**config.mk**
```make
export PLATFORM = sky130hd
export DESIGN_NAME = imuldiv_int_div_iterative
export DESIGN_NICKNAME = d
export VERILOG_FILES = /design/src/rtl/imuldiv_pkg.sv /design/src/rtl/imuldiv_int_div_iterative_dpath.sv /design/src/rtl/imuldiv_int_div_iterative.sv
export SDC_FILE = /design/constraint.sdc
export NUM_CORES = 1
export LEC_CHECK = 0
export ABC_AREA = 1
export BUFFER_PORTS_ARGS = -buffer_cell sky130_fd_sc_hd__clkbuf_2
export CAP_MARGIN = 20
export CORE_MARGIN = 8
export CORE_UTILIZATION = 40
export DETAILED_ROUTE_END_ITERATION = 12
export PLACE_DENSITY = 0.69
export SLEW_MARGIN = 0
export SYNTH_ARGS = -nofsm -noshare
export SYNTH_HDL_FRONTEND = slang
export SYNTH_SLANG_ARGS = --single-unit
```
**constraint.sdc**
```tcl
create_clock -name clk -period 15.4 [get_ports clk]
set_input_delay 1.54 -clock clk [delete_from_list [all_inputs] [get_ports clk]]
set_output_delay 1.54 -clock clk [all_outputs]
set_load 0.02 [all_outputs]
```
**src/rtl/imuldiv_pkg.sv**
```systemverilog
// Shared definitions for the iterative integer multiply/divide units:
// FSM states, function encodings and datapath mux selects.
package imuldiv_pkg;

    typedef enum logic [1:0] {
        IDLE = 2'd0,
        CALC = 2'd1,
        DONE = 2'd2
    } state_t;

    localparam logic FN_UNSIGNED = 1'b0;
    localparam logic FN_SIGNED   = 1'b1;

    localparam logic op_load = 1'b0;
    localparam logic op_next = 1'b1;

endpackage

```
**src/rtl/imuldiv_int_div_iterative_dpath.sv**
```systemverilog
// Restoring-division datapath: operand magnitudes, sign bits, the
// double-width remainder register, the iteration counter and result fix-up.
module imuldiv_int_div_iterative_dpath
    import imuldiv_pkg::*;
#(
    parameter int WIDTH = 32
) (
    input  logic                 clk,
    input  logic                 en,
    input  logic                 sel,
    input  logic                 fn,
    input  logic [WIDTH-1:0]     a,
    input  logic [WIDTH-1:0]     b,
    output logic                 cnt_zero,
    output logic [2*WIDTH-1:0]   result
);

    localparam int CW = $clog2(WIDTH);

    logic                 fn_q;
    logic                 sign_q;
    logic                 sign_r;
    logic                 dbz;
    logic [WIDTH-1:0]     abs_a;
    logic [WIDTH-1:0]     abs_b;
    logic [CW-1:0]        cnt;
    logic [2*WIDTH-1:0]   rem;

    logic [WIDTH-1:0]     abs_a_in;
    logic [WIDTH-1:0]     abs_b_in;
    logic [WIDTH:0]       upper_sh;
    logic [WIDTH:0]       diff;
    logic [2*WIDTH-1:0]   rem_next;
    logic [WIDTH-1:0]     quo;
    logic [WIDTH-1:0]     rmd;
    logic [WIDTH-1:0]     quo_out;
    logic [WIDTH-1:0]     rmd_out;

    always_comb begin
        abs_a_in = (fn == FN_SIGNED && a[WIDTH-1]) ? -a : a;
        abs_b_in = (fn == FN_SIGNED && b[WIDTH-1]) ? -b : b;
    end

    // The bit shifted out of the top takes part in the compare, so large
    // unsigned divisors never lose the carry of the partial remainder.
    always_comb begin
        upper_sh = rem[2*WIDTH-1:WIDTH-1];
        diff     = upper_sh - {1'b0, abs_b};
        if (!diff[WIDTH]) begin
            rem_next = {diff[WIDTH-1:0], rem[WIDTH-2:0], 1'b1};
        end else begin
            rem_next = {rem[2*WIDTH-2:0], 1'b0};
        end
    end

    always_ff @(posedge clk) begin
        if (en) begin
            if (sel == op_load) begin
                fn_q   <= fn;
                sign_q <= (fn == FN_SIGNED) && (a[WIDTH-1] ^ b[WIDTH-1]);
                sign_r <= (fn == FN_SIGNED) && a[WIDTH-1];
                abs_a  <= abs_a_in;
                abs_b  <= abs_b_in;
                dbz    <= (b == '0);
                cnt    <= CW'(WIDTH - 1);
                rem    <= {{WIDTH{1'b0}}, abs_a_in};
            end else begin
                rem    <= rem_next;
                cnt    <= cnt - 1'b1;
            end
        end
    end

    assign cnt_zero = (cnt == '0);

    // A zero divisor reports all-ones and hands back the original dividend.
    always_comb begin
        quo = rem[WIDTH-1:0];
        rmd = rem[2*WIDTH-1:WIDTH];
        if (dbz) begin
            quo_out = '1;
            rmd_out = sign_r ? -abs_a : abs_a;
        end else begin
            quo_out = (fn_q && sign_q) ? -quo : quo;
            rmd_out = (fn_q && sign_r) ? -rmd : rmd;
        end
        result = {rmd_out, quo_out};
    end

endmodule

```
**src/rtl/imuldiv_int_div_iterative.sv**
```systemverilog
// Iterative restoring divider with val/rdy request and response handshakes;
// one operation in flight, WIDTH cycles of computation per operation.
module imuldiv_int_div_iterative
    import imuldiv_pkg::*;
#(
    parameter int WIDTH = 32
) (
    input  logic                 clk,
    input  logic                 reset,
    input  logic                 divreq_msg_fn,
    input  logic [WIDTH-1:0]     divreq_msg_a,
    input  logic [WIDTH-1:0]     divreq_msg_b,
    input  logic                 divreq_val,
    output logic                 divreq_rdy,
    output logic [2*WIDTH-1:0]   divresp_msg_result,
    output logic                 divresp_val,
    input  logic                 divresp_rdy
);

    state_t state;
    logic   cnt_zero;
    logic   accept;
    logic   dp_en;
    logic   dp_sel;

    assign accept = (state == IDLE) && divreq_val && divreq_rdy;
    assign dp_en  = accept || (state == CALC);
    assign dp_sel = (state == IDLE) ? op_load : op_next;

    // Handshake flags are registered alongside the state so rdy/val never
    // depend combinationally on the inputs.
    always_ff @(posedge clk) begin
        if (reset) begin
            state       <= IDLE;
            divreq_rdy  <= 1'b1;
            divresp_val <= 1'b0;
        end else begin
            case (state)
                IDLE: begin
                    if (accept) begin
                        state      <= CALC;
                        divreq_rdy <= 1'b0;
                    end
                end
                CALC: begin
                    if (cnt_zero) begin
                        state       <= DONE;
                        divresp_val <= 1'b1;
                    end
                end
                DONE: begin
                    if (divresp_rdy) begin
                        state       <= IDLE;
                        divresp_val <= 1'b0;
                        divreq_rdy  <= 1'b1;
                    end
                end
                default: begin
                    state       <= IDLE;
                    divreq_rdy  <= 1'b1;
                    divresp_val <= 1'b0;
                end
            endcase
        end
    end

    imuldiv_int_div_iterative_dpath #(
        .WIDTH (WIDTH)
    ) dpath (
        .clk      (clk),
        .en       (dp_en),
        .sel      (dp_sel),
        .fn       (divreq_msg_fn),
        .a        (divreq_msg_a),
        .b        (divreq_msg_b),
        .cnt_zero (cnt_zero),
        .result   (divresp_msg_result)
    );

endmodule

```
Yosys cells after proc, flatten, opt, wreduce, memory -nomap -nowiden
Cells that the tools add are included.
- muxes and demuxes: 19
- eq/ne operators: 5
- reduce and logical (&&, ||, !) cells: 15
- add/sub/neg operators: 7
- bitwise logic cells: 3
- operator list (kind ; count):
    2-to-1 mux 32 bit ; 8
    negator 32 bit ; 5
    2-to-1 mux 64 bit ; 1
    subtractor 33 x 32 -> 33 bit ; 1
    logical NOT 32 bit ; 1
    AND reduction 3 bit ; 3
    logical AND 1 bit ; 7
    2-to-1 mux 2 bit ; 3
    != test 2 bit (second input constant) ; 3
    one-hot mux 1 bit (3 select lines) ; 2
    one-hot mux 2 bit (3 select lines) ; 1
    logical NOT 5 bit ; 1
    subtractor 5 x 1 -> 5 bit (second input constant) ; 1
    2-to-1 mux 1 bit ; 4
    == test 2 x 1 -> 1 bit (second input constant) ; 1
    == test 2 bit (second input constant) ; 1
    logical NOT 2 bit ; 1
    inverter 1 bit ; 2
    AND reduction 2 bit ; 1
    logical OR 1 bit ; 1
    bitwise XOR 1 bit ; 1
- word-level logic and storage cells: 61
- register bits after elaboration: 141
- output and inout port bits: 66
- bits of input ports: 69

Logic depth before layout (Yosys ltp)
Gate-level depths: netlist of the first run.
- depth after elaboration: 5
- mapped depth: 17

By module
A second synthesis of the first run with hierarchy kept.
- cell total of the unflattened synthesis: 2031
- area total of the unflattened synthesis: 13013.7 µm²
- modules (own cells, without submodules) (module ; cells each ; sequential area each (µm²) ; times used ; area an instance (µm²)):
    imuldiv_int_div_iterative_dpath ; 2003 ; 4113.9 ; 1 ; 12831.1
    imuldiv_int_div_iterative ; 28 ; 80.1 ; 1 ; 182.7

Least setup slack after synthesis of the first run
Ideal clock, no wire load.
- path type: input -> register
- start point: input divreq_val
- end point: register dpath.cnt[0], enable pin
- library setup time: 0.429 ns
- arrival: 8.244 ns
- slack: 6.727 ns
- required time: 14.971 ns
- cell stages on the path: 4
- cell sequence: inv_1 > nor3_1 > inv_1 > nand2_1
- cells in the longest elaborated chain, start to end: 3
- ends and longest elaborated chain (item ; line ; source):
    start: declaration ; imuldiv_int_div_iterative.sv:13 ; input logic divreq_val,
    logical AND 1 bit (2 in series) ; imuldiv_int_div_iterative.sv:26 ; assign accept = (state == IDLE) && divreq_val && divreq_rdy;
    logical OR 1 bit ; imuldiv_int_div_iterative.sv:27 ; assign dp_en = accept || (state == CALC);
    named net dp_en ; imuldiv_int_div_iterative.sv:23 ; logic dp_en;
    end signal: assignment ; imuldiv_int_div_iterative_dpath.sv:65 ; cnt <= CW'(WIDTH - 1);
    end signal: assignment ; imuldiv_int_div_iterative_dpath.sv:69 ; cnt <= cnt - 1'b1;
    end: declaration ; imuldiv_int_div_iterative_dpath.sv:26 ; logic [CW-1:0] cnt;
The timed path passes the listed nets, and every way through them passes these cells.
A chain may end at the register's enable or synchronous reset.

Final worst setup path of the first run
- start point: register dpath.sign_r
- end point: output divresp_msg_result[56]
- cells in the longest elaborated chain, start to end: 3
- elaborated cells on any way between the ends: 4
- ends and longest elaborated chain (item ; line ; source):
    start: declaration ; imuldiv_int_div_iterative_dpath.sv:22 ; logic sign_r;
    start signal: assignment ; imuldiv_int_div_iterative_dpath.sv:61 ; sign_r <= (fn == FN_SIGNED) && a[WIDTH-1];
    logical AND 1 bit ; imuldiv_int_div_iterative_dpath.sv:85 ; rmd_out = (fn_q && sign_r) ? -rmd : rmd;
    2-to-1 mux 32 bit ; imuldiv_int_div_iterative_dpath.sv:85 ;
    2-to-1 mux 32 bit (*) ; imuldiv_int_div_iterative_dpath.sv:80 ; if (dbz) begin
    end: declaration ; imuldiv_int_div_iterative.sv:15 ; output logic [2*WIDTH-1:0] divresp_msg_result,
Every way passes the cells marked *; elsewhere a longest branch is shown, timed or not.

==> results of run 1 <==
## tightest hold or removal path, delay by kind of cell (launching register included)
kind            cells  cell delay [ns]
compound gates      1             0.05
flops               1             0.32
simple gates        1             0.06
## cells by family after synthesis
| kind of cell | Yosys count | synth area share [%] |
|---|---|---|
| DFF | 141 | 32.0 |
| AOI/OAI and AO/OA | 249 | 10.4 |
| xor gates and xnor gates | 61 | 4.08 |
| adders and majority gates | 39 | 3.78 |
| and+or+nand+nor | 1153 | 37.8 |
| buffers and inverters | 401 | 11.9 |
## synthesized netlist by cell type, types with 3 or more instances
master and number:
xnor2_1 13, nand3b_1 11, nor2_1 254, nor4_1 4
ha_1 38, clkbuf_1 24, inv_1 349, nand2_1 582
o31ai_1 6, o21ai_1 4, buf_2 5, buf_1 11
nand2_2 7, nand3_1 188, a21oi_2 3, nand4_1 25
nor2_2 24, a21oi_1 68, o22ai_1 7, o211ai_1 5
inv_2 5, nor3_1 37, xor2_1 48, o21ai_0 137
dfxtp_1 4, nand2_4 7, a21o_1 10, edfxtp_1 137
## state kept, by name, indices dropped and copies added (netlist names)
signal        cells
dpath.rem        64
dpath.abs_a      32
dpath.abs_b      32
dpath.cnt         5
state             2
divreq_rdy        1
divresp_val       1
dpath.dbz         1
dpath.fn_q        1
dpath.sign_q      1
dpath.sign_r      1
## how the worst max path moves through the flow
stage / slack (ns) / startpoint / end / cells after the start
floorplan: 6.73 / divreq_val / dpath.cnt[0]$_SDFFCE_PP1P_ / 4
global placement: 11.03 / dpath.sign_r$_DFFE_PP_ / divresp_msg_result[56] / 9
detailed placement: 10.92 / dpath.sign_r$_DFFE_PP_ / divresp_msg_result[56] / 9
CTS: 10.45 / dpath.sign_r$_DFFE_PP_ / divresp_msg_result[56] / 9
global route: 10.10 / dpath.sign_r$_DFFE_PP_ / divresp_msg_result[56] / 9
finish: 10.34 / dpath.sign_r$_DFFE_PP_ / divresp_msg_result[56] / 9
## layer usage
metal | global-route usage [%] | vias up | wire, um
li1 | - | 6787 | -
met1 | 30.2 | 6281 | 19300
met2 | 34.4 | 507 | 19100
met3 | 4.09 | 46 | 3670
met4 | 5.91 | 0 | 758
met5 | 0 | - | 0
## area by class of cell
| cell class | instances | share of cell area, % |
|---|---|---|
| inverters | 356 | 9.04 |
| multi-input cells | 1502 | 49.8 |
| clock inverters | 15 | 1.31 |
| clock buffers | 17 | 2.88 |
| repair buffers | 141 | 4.89 |
| well taps | 442 | 3.74 |
| flip-flops and latches | 141 | 28.4 |
## power by group through the flow
stage	clock, mW	sequential, mW	combinational (mW)
after global placement	0	0.546	0.581
after detailed placement	0	0.546	0.588
final	0.429	0.540	0.596
after floorplan	0	0.522	0.440
after CTS	0.431	0.538	0.592
after global routing	0.449	0.544	0.669
## metrics by stage
| step | hold slack (ns) | std cells | util (%) | instance area, um^2 |
|---|---|---|---|---|
| global placement | 0.452 | 2582 | 43.7 | 14200 |
| detailed placement | 0.462 | 2582 | 43.7 | 14200 |
| finish | 0.469 | 2614 | 45.7 | 14800 |
| CTS | 0.473 | 2614 | 45.7 | 14800 |
| global route | 0.508 | 2614 | 45.7 | 14800 |
| floorplan | 0.504 | 2044 | - | 13100 |
==> impl_metrics.env, run 1 <==
export IMPL_post_cts_setup_buffers=0
export IMPL_final_hold_viol_count=0
export IMPL_ys_top_cells_by_area="edfxtp_1 (31%), nand2_1 (17%), inv_1 (10%), nor2_1 (7.3%), nand3_1 (7.2%)"
export IMPL_max_cap_violations=0
export IMPL_ys_ff_latch=141
export IMPL_crit_path_top_delay_cell="clkinv_1"
export IMPL_switchingPower_mw=0.674
export IMPL_fill_cells=3402
export IMPL_cts_root_buf="clkbuf_16"
export IMPL_gp_congestion=0.967
export IMPL_numCtsBuffers=17
export IMPL_synth_cell_area_um2=13100
export IMPL_cts_path_max_buffers=2
export IMPL_grt_ovfl_total=0
export IMPL_core_um2=32400
export IMPL_drv_slew=0
export IMPL_period_needed_ns=5.06
export IMPL_cp_cell_sequence="buf_4 > nand2_1 > clkinv_1 > o21ai_1 > nand3_1 > a21oi_1 > o21ai_0 > o21ai_0 > clkbuf_2"
export IMPL_drive_above_1_share_pct=10.8
export IMPL_grt_pass1_vias=12700
export IMPL_multi_input_comb_area_um2=7350
export IMPL_power_frac_seq_pct=34.5
export IMPL_ant_nets=0
export IMPL_cts_clk_slew_worst_paths_ns=0.08
export IMPL_ys_warn_count=0
export IMPL_synthFlopType="edfxtp_1"
export IMPL_relSlewSlack_pct=36.6
export IMPL_die_y_um=197
export IMPL_routedWlPerCell_um=16.4
export IMPL_comb_power_share_pct=38.1
export IMPL_powerDensity_nw_per_um2=106
export IMPL_min_period_over_period_pct=32.8
export IMPL_p_total_mw=1.56
export IMPL_syn_to_final_growth_pct=12.9
export IMPL_r2r_end="dpath.rem[12]$_DFFE_PP_"
export IMPL_synth_cell_types=50
export IMPL_rsz0062_at_grt="no"
export IMPL_hp_start="divresp_val$_SDFFE_PP0P_"
export IMPL_row_count=66
export IMPL_finalSetupViolCount=0
export IMPL_hpwlAfterDp_mm=34.5
export IMPL_clock_sinks=141
export IMPL_routed_via_density=5.21
export IMPL_die_x_um=197
export IMPL_drt_total_wl_mm=42.9
export IMPL_final_common_cell="nand2_1"
export IMPL_hold_path_end="divresp_val$_SDFFE_PP0P_"
export IMPL_synth_edff_count=137
export IMPL_grt_max_degree=70
export IMPL_port_buffer_count=134
export IMPL_ff2ff_setup_slack_ns=12.10
export IMPL_power_switching_share_pct=43.1
export IMPL_outcome="finished clean"
export IMPL_crit_type="reg2out"
export IMPL_tightest_slew_ns=0.951
export IMPL_htree_levels=4
export IMPL_final_nets=2267
export IMPL_fmax_ghz=0.198
export IMPL_vias=13600
export IMPL_antenna_cells=0
export IMPL_grt_use_total_pct=21.8
export IMPL_cts_tree="built"
export IMPL_seq_area_frac_synth_pct=32.0
export IMPL_min_path_type="reg2reg"
export IMPL_fin_ws_ns=10.34
export IMPL_yosysTopAreaCell="edfxtp_1"
export IMPL_dieArea_um2=38800
export IMPL_p_leak_nw=7.36
export IMPL_route_detailed_drc=0
export IMPL_synth_top_area_share_pct=31.4
export IMPL_insertion_delay_ns=0.44
export IMPL_ctsHoldBuffers=0
export IMPL_async_flop_share_pct=0
export IMPL_avgSynthCellArea_um2=6.41
export IMPL_start_kind="register"
export IMPL_cp_data_arrival_time_ns=3.52
export IMPL_internal_power_mw=0.890
export IMPL_slowest_delay_ns=0.77
export IMPL_most_common_layout_cells="nand2_1 (581), inv_1 (349), nor2_1 (253), nand3_1 (188)"
export IMPL_regArea_um2=4190
export IMPL_start_util_pct=40.5
export IMPL_fin_skew_ns=0.0149
export IMPL_critPathCaptureType="output pin"
export IMPL_io_pins=135
export IMPL_fin_tns_setup_ns=0
export IMPL_antenna_found_initial=0
export IMPL_peakVddDrop_mv=0.0728
export IMPL_crit_buf_inv=3
export IMPL_synth_fp_nets=2152
export IMPL_reg2reg_depth=8
export IMPL_syn_instance_count=2044
export IMPL_pre_cts_slack_ns=10.92
export IMPL_critPathMaxFanout=29
export IMPL_regToRegStartpoint="state[1]$_SDFFE_PP0P_"
export IMPL_first_pass_iters=6
export IMPL_crit_required_ns=13.86
export IMPL_drt_iter0_markers=1378
export IMPL_grt_pass1_wl_mm=67.4
export IMPL_pwr_share_clk_pct=27.4
export IMPL_critPathTopFamily="buffers and inverters"
export IMPL_cts_resized=0
export IMPL_cpMostUsedCell="o21ai_0"
export IMPL_hold_depth=2
Note: power is estimated with default switching activity, not from simulation.
==> inputs of run 2 (changes only) <==
--- a/config.mk
+++ b/config.mk
@@ -5,13 +5,13 @@
 export SDC_FILE = /design/constraint.sdc
 export NUM_CORES = 1
 export LEC_CHECK = 0
-export ABC_AREA = 1
+export ABC_AREA = 0
 export BUFFER_PORTS_ARGS = -buffer_cell sky130_fd_sc_hd__clkbuf_2
 export CAP_MARGIN = 20
 export CORE_MARGIN = 8
 export CORE_UTILIZATION = 40
 export DETAILED_ROUTE_END_ITERATION = 12
-export PLACE_DENSITY = 0.69
+export PLACE_DENSITY = 0.72
 export SLEW_MARGIN = 0
 export SYNTH_ARGS = -nofsm -noshare
 export SYNTH_HDL_FRONTEND = slang
==> constraint.sdc (replaced) <==
create_clock -name clk -period 4.47 [get_ports clk]
set_input_delay 0.447 -clock clk [delete_from_list [all_inputs] [get_ports clk]]
set_output_delay 0.447 -clock clk [all_outputs]
set_load 0.02 [all_outputs]
==> run 2 against run 1 <==
Against the previous run: core utilization rose by 0.65 points; clock power grew to 3.2 times the previous value; non-clock buffer count increased by 3; largest cell class unchanged; highest routed layer unchanged.
==> impl_metrics.env, run 2 <==
export IMPL_top_register="dpath.rem"
export IMPL_async_flop_share_pct=0
export IMPL_powerDensity_nw_per_um2=395
export IMPL_die_y_um=180
export IMPL_outcome="finished clean"
export IMPL_seq_area_frac_synth_pct=38.9
export IMPL_drive_above_1_share_pct=15.8
export IMPL_grt_use_total_pct=17.5
export IMPL_vias=9281
export IMPL_period_needed_ns=4.19
export IMPL_cp_cell_sequence="or4_1 > nand3b_1 > or4_1 > nor4_4 > nand2_1 > o21ai_0 > xnor2_1 > nor2_1 > a21oi_1 > clkbuf_2"
export IMPL_port_buffer_count=134
export IMPL_clock_sinks=141
export IMPL_cts_path_max_buffers=2
export IMPL_finalSetupViolCount=0
export IMPL_tightest_slew_ns=0.994
export IMPL_final_area_um2=12400
export IMPL_crit_buf_inv=1
export IMPL_die_x_um=180
export IMPL_grt_pass1_wl_mm=46.6
export IMPL_final_nets=1432
export IMPL_synth_cell_types=60
export IMPL_fill_cells=2582
export IMPL_routedWlPerCell_um=17.3
export IMPL_most_common_layout_cells="nand2_1 (152), edfxtp_1 (137), clkbuf_2 (134), nor2_1 (99), xnor2_1 (98)"
export IMPL_start_kind="register"
export IMPL_largestRegisters="dpath.rem: 64 flops, dpath.abs_a: 32 flops, dpath.abs_b: 32 flops"
export IMPL_gp_congestion=0.861
export IMPL_synth_fp_nets=1316
export IMPL_syn_to_final_growth_pct=14.9
export IMPL_yosysMostFrequentCell="nand2_1"
export IMPL_io_pins=135
export IMPL_htree_levels=4
export IMPL_cts_root_buf="clkbuf_16"
export IMPL_crit_path_top_delay_cell="or4_1"
export IMPL_regArea_um2=4190
export IMPL_avgSynthCellArea_um2=8.92
export IMPL_numCtsBuffers=17
export IMPL_synth_top_area_share_pct=38.2
export IMPL_cpMostUsedCell="or4_1"
export IMPL_first_pass_iters=5
export IMPL_critPathTopFamily="simple AND/OR/NAND/NOR gates"
export IMPL_hpwlAfterDp_mm=22.6
export IMPL_fmax_ghz=0.239
export IMPL_dieArea_um2=32400
export IMPL_largest_reg_flops=64
export IMPL_max_cap_violations=0
export IMPL_rsz0062_at_grt="no"
export IMPL_final_hold_viol_count=0
export IMPL_grt_pass1_vias=8998
export IMPL_ys_warn_count=0
export IMPL_drv_slew=0
export IMPL_final_common_cell="nand2_1"
export IMPL_yosysTopAreaCell="edfxtp_1"
export IMPL_ys_ff_latch=141
export IMPL_routed_via_density=5.53
export IMPL_critPathCaptureType="output pin"
export IMPL_insertion_delay_ns=0.43
export IMPL_crit_required_ns=4.02
export IMPL_hold_ws_ns=0.219
export IMPL_synth_edff_count=137
export IMPL_drt_total_wl_mm=29.0
export IMPL_crit_type="reg2out"
export IMPL_peakVddDrop_mv=0.272
export IMPL_cp_data_arrival_time_ns=3.74
export IMPL_slowest_delay_ns=0.61
export IMPL_cts_clk_slew_worst_paths_ns=0.07
export IMPL_antenna_cells=0
export IMPL_ant_nets=0
export IMPL_synth_common_cells="nand2_1 (152), edfxtp_1 (137), nor2_1 (101)"
export IMPL_fin_tns_setup_ns=0
export IMPL_fin_util_pct=46.3
export IMPL_min_period_over_period_pct=93.8
export IMPL_critPathMaxFanout=6
export IMPL_route_detailed_drc=0
export IMPL_core_um2=26700
export IMPL_synth_cell_area_um2=10800
export IMPL_ys_top_cells_by_area="edfxtp_1 (38%), xnor2_1 (8.0%), xor2_1 (5.9%), nand2_1 (5.3%), ha_1 (4.4%)"
export IMPL_cts_tree="built"
export IMPL_drt_iter0_markers=770
export IMPL_min_path_type="in2reg"
export IMPL_synthFlopType="edfxtp_1"
export IMPL_place_area_um2=11800
export IMPL_row_count=60
export IMPL_antenna_found_initial=0
export IMPL_multi_input_comb_area_um2=6200
export IMPL_syn_instance_count=1208
export IMPL_p_leak_nw=4.93
export IMPL_relSlewSlack_pct=33.7
export IMPL_fin_skew_ns=0.0143
export IMPL_grt_ovfl_total=0
export IMPL_grt_max_degree=97
export IMPL_start_util_pct=40.3
## run 2: cell count changes after synthesis, sizes merged, moves of 22 or more
| cell | before | now |
|---|---|---|
| nand3 | 192 | 16 |
| xnor2 | 13 | 98 |
| o31ai | 6 | 28 |
| xor2 | 48 | 72 |
| mux2i | 0 | 25 |
| nor2 | 279 | 101 |
| o21ai | 142 | 81 |
| nand2 | 598 | 152 |
| inv | 354 | 65 |
| nand2b | 0 | 32 |
## run 2: repair_timing
item / 4_1_cts / 5_1_grt
hold buffers: 0 / 0
setup buffers: 0 / 0
pin swaps: 0 / 0
resized for setup: 1 / 5
setup endpoints to repair: 1 / 6
## run 2: worst paths after layout
| path | start | end | slack, ns | cells after the start |
|---|---|---|---|---|
| max | dpath.rem[33]$_SDFFCE_PP0P_ | divresp_msg_result[59] | 0.28 | 10 |
| min | reset | state[1]$_SDFFE_PP0P_ | 0.22 | 2 |
| max reg2reg | dpath.rem[31]$_DFFE_PP_ | dpath.rem[55]$_SDFFCE_PP0P_ | 0.74 | 13 |
| min reg2reg | divresp_val$_SDFFE_PP0P_ | divresp_val$_SDFFE_PP0P_ | 0.53 | 2 |
## run 2: through the flow
stage	cells	total power, mW	setup WS [ns]
2_1_floorplan	1208	3.04	0.484
3_3_place_gp	1646	3.50	0.488
3_5_place_dp	1646	3.54	0.428
4_1_cts	1678	4.89	0.157
5_1_grt	1678	5.16	0.0429
6_report	1678	4.89	0.279
## run 2: where the power goes
part,leakage (nW),switching [mW],internal (mW)
Combinational,3.30,1.02,0.668
Sequential,1.36,0.190,1.66
Clock,0.265,0.586,0.769
Total,4.93,1.79,3.10
## run 2: cell type report
class,count,share of cell area (%)
Timing Repair Buffer,144,6.13
Clock buffer,19,3.50
Sequential cell,141,33.9
Tap cell,341,3.45
Clock inverter,13,0.961
Multi-Input combinational cell,955,50.1
Inverter,65,1.97
## run 2: worst reg2reg max path: cells and delay by family, from the launching register on
kind            cells  cell delay, ns
fa+ha+maj           2            0.64
simple gates        3            0.65
compound gates      6            1.65
buf+inv             2            0.27
flops               1            0.36
## run 2: per-layer routing
layer | vias up | global-route usage (%) | share of wire [%]
li1 | 4577 | - | -
met1 | 4389 | 22.7 | 46
met2 | 278 | 28.9 | 47
met3 | 37 | 3.25 | 5.5
met4 | 0 | 6.12 | 2.1
met5 | - | 0 | 0
## run 2: kinds of logic (layout without fill, tap and decap cells)
family	after synthesis	count (layout)	synth area share [%]
simple gates	442	442	20.0
buf+inv	112	241	4.04
compound gates	275	275	15.8
fa+ha+maj	39	39	4.60
xor+xnor	170	170	13.8
flops	141	141	38.9
mux	29	29	2.74
